`config.mk`:
```
export PLATFORM = sky130hd
export DESIGN_NAME = serial_subtractor_flat
export DESIGN_NICKNAME = d
export VERILOG_FILES = /design/src/rtl/sub_pkg.sv /design/src/rtl/serial_subtractor_if.sv /design/src/rtl/fs_behave.sv /design/src/rtl/serial_subtractor.sv /design/src/flat_wrapper.sv
export SDC_FILE = /design/constraint.sdc
export NUM_CORES = 1
export LEC_CHECK = 0
export ABC_AREA = 1
export ABC_CLOCK_PERIOD_IN_PS = 3100
export CORE_MARGIN = 2
export CORE_UTILIZATION = 47
export CTS_CLUSTER_DIAMETER = 150
export DETAILED_ROUTE_END_ITERATION = 16
export GPL_ROUTABILITY_DRIVEN = 0
export MAX_ROUTING_LAYER = met4
export PLACE_DENSITY = 0.72
export SLEW_MARGIN = 20
export SYNTH_ARGS = -nofsm -noshare
export SYNTH_HDL_FRONTEND = slang
export SYNTH_SLANG_ARGS = --single-unit
```
`constraint.sdc`:
```
create_clock -name clk -period 3.1 [get_ports clk]
set_input_delay 0.62 -clock clk [delete_from_list [all_inputs] [get_ports clk]]
set_output_delay 0.62 -clock clk [all_outputs]
set_load 0.005 [all_outputs]
```
`src/rtl/sub_pkg.sv`:
```
// sub_pkg: shared state encoding and default sizing for the bit-serial subtractor.
package sub_pkg;
    typedef enum logic [1:0] {IDLE = 2'd0, BUSY = 2'd1, DONE = 2'd2} state_t;
    localparam int W_DEF = 8;
    localparam int CNT_W = $clog2(W_DEF);
endpackage

```
`src/rtl/serial_subtractor_if.sv`:
```
// serial_subtractor_if: operand/result valid-ready bundle between a producer and the subtractor.
interface serial_subtractor_if #(parameter int W = 8);
    logic         in_valid, in_ready, bin, out_valid, out_ready, bout, ovf;
    logic [W-1:0] a, b, d;
    modport master (output in_valid, a, b, bin, out_ready, input in_ready, out_valid, d, bout, ovf);
    modport slave  (input in_valid, a, b, bin, out_ready, output in_ready, out_valid, d, bout, ovf);
endinterface

```
`src/rtl/fs_behave.sv`:
```
// fs_behave: one-bit full subtractor, diff = x - y - bi with borrow out.
module fs_behave (
    input  logic x,
    input  logic y,
    input  logic bi,
    output logic diff,
    output logic bo
);
    assign diff = x ^ y ^ bi;
    assign bo   = (~x & y) | (~(x ^ y) & bi);
endmodule

```
`src/rtl/serial_subtractor.sv`:
```
// serial_subtractor: bit-serial a - b - bin, LSB first, one bit per clock behind valid/ready.
module serial_subtractor
    import sub_pkg::*;
#(
    parameter int W = W_DEF
) (
    input logic clk,
    input logic rst,
    serial_subtractor_if.slave s
);
    localparam int CW = $clog2(W);
    state_t state, state_n;
    logic [W-1:0]  sa, sb, dreg;
    logic [CW-1:0] cnt;
    logic          borrow, a_sign, b_sign, bout_q, ovf_q, diff, bo, last;
    assign last = cnt == CW'(W - 1);
    fs_behave u_fs (.x(sa[0]), .y(sb[0]), .bi(borrow), .diff(diff), .bo(bo));
    always_ff @(posedge clk) begin
        if (rst) state <= IDLE;
        else     state <= state_n;
    end
    always_comb begin
        state_n = state;
        state_n = state == IDLE ? (s.in_valid ? BUSY : IDLE) :
                  state == BUSY ? (last ? DONE : BUSY) :
                  state == DONE ? (s.out_ready ? IDLE : DONE) : IDLE;
    end
    // bout/ovf are captured on the final bit so they hold the last result while idle
    always_ff @(posedge clk) begin
        if (rst) begin
            sa     <= '0;
            sb     <= '0;
            dreg   <= '0;
            cnt    <= '0;
            borrow <= 1'b0;
            a_sign <= 1'b0;
            b_sign <= 1'b0;
            bout_q <= 1'b0;
            ovf_q  <= 1'b0;
        end else if (state == IDLE && s.in_valid) begin
            sa     <= s.a;
            sb     <= s.b;
            a_sign <= s.a[W-1];
            b_sign <= s.b[W-1];
            borrow <= s.bin;
            cnt    <= '0;
        end else if (state == BUSY) begin
            dreg   <= {diff, dreg[W-1:1]};
            sa     <= sa >> 1;
            sb     <= sb >> 1;
            borrow <= bo;
            cnt    <= cnt + 1'b1;
            if (last) begin
                bout_q <= bo;
                ovf_q  <= (a_sign != b_sign) & (diff != a_sign);
            end
        end
    end
    assign s.in_ready  = state == IDLE;
    assign s.out_valid = state == DONE;
    assign s.d         = dreg;
    assign s.bout      = bout_q;
    assign s.ovf       = ovf_q;
endmodule
```
`src/flat_wrapper.sv`:
```
// flat-port wrapper written by rule: the top's interface ports become plain ports
module serial_subtractor_flat import sub_pkg::*;
#(
    parameter int W = W_DEF
)
  (clk, rst, s_in_valid, s_a, s_b, s_bin, s_out_ready, s_in_ready, s_out_valid, s_d, s_bout, s_ovf);
  serial_subtractor_if #(.W(W)) s_i ();
  input logic clk;
  input logic rst;
  input wire logic [$bits(s_i.in_valid)-1:0] s_in_valid;
  input wire logic [$bits(s_i.a)-1:0] s_a;
  input wire logic [$bits(s_i.b)-1:0] s_b;
  input wire logic [$bits(s_i.bin)-1:0] s_bin;
  input wire logic [$bits(s_i.out_ready)-1:0] s_out_ready;
  output wire logic [$bits(s_i.in_ready)-1:0] s_in_ready;
  output wire logic [$bits(s_i.out_valid)-1:0] s_out_valid;
  output wire logic [$bits(s_i.d)-1:0] s_d;
  output wire logic [$bits(s_i.bout)-1:0] s_bout;
  output wire logic [$bits(s_i.ovf)-1:0] s_ovf;
  assign s_i.in_valid = s_in_valid;
  assign s_i.a = s_a;
  assign s_i.b = s_b;
  assign s_i.bin = s_bin;
  assign s_i.out_ready = s_out_ready;
  assign s_in_ready = s_i.in_ready;
  assign s_out_valid = s_i.out_valid;
  assign s_d = s_i.d;
  assign s_bout = s_i.bout;
  assign s_ovf = s_i.ovf;
  serial_subtractor #(.W(W)) u_core (.clk(clk), .rst(rst), .s(s_i));
endmodule
```
==> results.txt <==
The run gives 0.01352 ns as the worst-case clock skew. The H-tree generated during clock tree synthesis spans 2 levels. STA puts the critical path data required time at 2.48 ns. Post-CTS repair changed the size of 0 cells.

Share of async-settable or async-resettable flops after synthesis: 0. The finished layout holds 303 standard cells, fillers aside. In the synthesized netlist the dominant register cell turns out to be sky130_fd_sc_hd__dfxtp_1. Setup total negative slack on the finished layout was measured at 0 ns. Max-cap violations in this run came to 0. The clock drives 34 sinks. The data arrival time of the worst path is 1.94 ns, and the wire length after detailed routing is 3232 um.

The later-pin clock latency in the skew report was 0.34 ns; the routed via count divided by cell count was 4.769. For this run the aggregate overflow at the end of global routing stands at 0. The max-slew violation total from the final report is 0. IR analysis of the VDD net gives a maximum drop of 0.2398 mV.

For the final core utilization, the log shows 0.5954. The cts-stage hold buffer count came out at 0. The number of warnings printed during yosys synthesis is 0, and the final routed wire length divided by cell count is 10.67 um.

Hold is met by 0.4711 ns. After the first detailed-routing iteration, the DRC count stood at 87. The final setup violation count was 0; the worst-case reg-to-reg path depth was 5. The most frequently used cell type in the post-synthesis netlist is sky130_fd_sc_hd__nand2_1. The die extent in y is 62.17 um. The tools report the static leakage as 0.8982 nW.

The number of enable flip-flop cells after synthesis is 0. The slowest stage of the critical path is the sky130_fd_sc_hd__clkdlybuf4s50_1 cell. Counting the buffers created by CTS gives 5.

The worst setup margin was 0.5423 ns; the top cell type's share of synthesized area was 0.4280. The placed instance area came out at 1896 sq um. The maximum fanout along the worst path was 17; the count of distinct cell types in the synthesized netlist was 19. The critical path capture point type is an output port. After detailed routing, the number of remaining DRC violations is 0.

For the count of antenna-violating nets left after detailed routing, the log shows 0. The share of layout cells above drive strength 1 was 0.06226; the number of I/O pins was 33. Along the worst hold path, the cell count comes to 2. TritonCTS built the clock tree. For the overall power after layout, the log shows 0.9061 mW. The logs give 5582 um for the global-route wire length before repair and 1590 sq um for the cell area after technology mapping. The first detailed-routing pass ran for 4 iterations.

Setup repair after global routing left no endpoint under its margin. Initial antenna violation count: 0. Prior to clock tree synthesis, the placed netlist has a worst setup slack of 0.7796 ns. The signal on the critical path passes through nor2_4 > clkdlybuf4s50_1. The clock root buffer master is sky130_fd_sc_hd__clkbuf_4. The post-synthesis sequential element count was 34; the horizontal extent of the die was 62.17 um.

At the pin with the least slew margin, the transition time is 0.7347 ns. The post-synthesis cell count was 229. The worst setup path is of the register to output port kind. The tools report the number of post-CTS setup repair buffers as 0.

The tools report the floorplan die area as 3865 sq um. In this run the critical register-to-register path is launched from u_core.state[0]$_SDFF_PP0_. The pin count of the biggest net entering global routing is 19.

The mean instance size in the synthesized netlist came out at 6.944 sq um. In this run the most critical hold path is launched from u_core.sb[4]$_SDFFE_PP0P_. The worst path in the final design needs a cycle of 2.558 ns, including I/O delays and setup.

Across all register-to-register paths, the minimum setup slack is 1.22 ns. Count of input and output buffers: 32. The post-layout net count is 280, and the delay of the slowest critical-path stage is 0.58 ns.

For hold timing, the worst endpoint is u_core.sb[4]$_SDFFE_PP0P_. Dividing total power by cell area gives a power density of 463.3 nW/um^2. The top achievable clock speed came out at 391.0 MHz. The logs give 295 for the number of placed instances, taps included and 3284 sq um for the core area. The tools report the number of global-route vias before repair as 1327.

The headroom to the max-slew limit was 0.5095. The flow ran to the end, and the final reports show no timing, DRC or antenna violations. The tools report the startpoint class of the critical path as a register. The number of core rows came out at 21.

The count of endpoints failing hold in the final timing report was 0. The initial standard-cell utilization of the core is 0.4842, and the total nets after synthesis is 253. The multi-input combinational cell area is 732.0 sq um, and the estimated wirelength of the detail-placed design is 2173 um. The worst flop-to-flop path endpoint was u_core.s.ovf$_SDFFE_PP0P_.

The final critical-path share of the clock period was 0.8251. sky130_fd_sc_hd__dfxtp_1 takes more of the synthesized area than any other cell. The sequential cell area is 680.7 sq um, and the number of antenna cells inserted is 0.

The maximum root-to-sink buffer count was 2. Total via count in the routed design: 1445. The tools report the total routing usage reported by global routing as 0.1869. Yosys attributes the largest share of cell area to sky130_fd_sc_hd__dfxtp_1, sky130_fd_sc_hd__nand2_1, sky130_fd_sc_hd__nand3_1, sky130_fd_sc_hd__nor2_1, sky130_fd_sc_hd__inv_1.

Sorting the synthesized cells by how often they occur yields sky130_fd_sc_hd__nand2_1, sky130_fd_sc_hd__dfxtp_1, sky130_fd_sc_hd__nand3_1. The area added between synthesis and finish is 22.97%. The proportion of synthesized chip area in sequential cells was 0.4280; the CTS clock-pin slew for the worst setup and hold paths was 0.10 ns. The logs give 336 for the number of inserted filler cells in the final layout and 1956 sq um for the final design instance area without fill. In this run the worst hold path is classified as register to register.
==> critical path, delay by kind of cell (launching register included) <==
| kind | cells | cell delay (ns) |
|---|---|---|
| buffers and inverters | 1 | 0.58 |
| flip-flops | 1 | 0.55 |
| AND/OR/NAND/NOR | 1 | 0.46 |
==> placed cells by master (no fill, tap or decap), types with 3 or more instances in the layout <==
cell	count
sky130_fd_sc_hd__o21ai_1	12
sky130_fd_sc_hd__inv_2	3
sky130_fd_sc_hd__nor2_1	29
sky130_fd_sc_hd__clkdlybuf4s50_1	32
sky130_fd_sc_hd__inv_1	23
sky130_fd_sc_hd__nand3_1	32
sky130_fd_sc_hd__a21oi_1	16
sky130_fd_sc_hd__nand2_1	58
sky130_fd_sc_hd__dfxtp_1	34
sky130_fd_sc_hd__clkbuf_4	5
==> cells by family after synthesis <==
logic type / synth area share
AOI/OAI and AO/OA: 0.09835
xor gates and xnor gates: 0.005508
adders and majority gates: 0.02832
buffers and inverters: 0.1117
DFF: 0.4280
and+or+nand+nor: 0.3281
==> layout make-up <==
cell class	count	share of cell area
inverters	26	0.04990
multi-input cells	156	0.3743
well taps	46	0.02943
clock buffers	7	0.02815
flip-flops and latches	34	0.3480
clock inverters	1	0.002559
repair buffers	33	0.1676
==> where the power goes <==
| part | internal, mW | total, mW | switching (mW) |
|---|---|---|---|
| logic | 0.0778 | 0.160 | 0.0821 |
| registers | 0.468 | 0.491 | 0.0236 |
| clock network | 0.110 | 0.255 | 0.145 |
==> registers in the layout, summed over array words and instances (netlist names) <==
signal	flops
u_core.s.ovf	1
u_core.sa	8
u_core.s.bout	1
u_core.sb	8
u_core.b_sign	1
u_core.state	2
u_core.borrow	1
u_core.a_sign	1
u_core.s.d	8
u_core.cnt	3
==> per-layer routing <==
layer,GRT usage,wire (um),vias up
met3,0.06703,120,6
met1,0.2144,1616,651
met4,0.07500,63,0
li1,-,-,769
met2,0.2989,1431,19
met5,-,0,-
==> how the worst max path moves through the flow <==
stage / end / slack (ns) / from / cells past startpoint
after CTS: s_in_ready / 0.53 / u_core.state[0]$_SDFF_PP0_ / 2
after global placement: u_core.borrow$_SDFFE_PP0P_ / 0.80 / s_in_valid / 6
after floorplan: s_in_ready / 1.67 / u_core.state[0]$_SDFF_PP0_ / 3
after detailed placement: u_core.sa[0]$_SDFFE_PP0P_ / 0.78 / s_in_valid / 6
after global routing: s_in_ready / 0.39 / u_core.state[0]$_SDFF_PP0_ / 2
final: s_in_ready / 0.54 / u_core.state[0]$_SDFF_PP0_ / 2
Note: power is estimated with default switching activity, not from simulation.
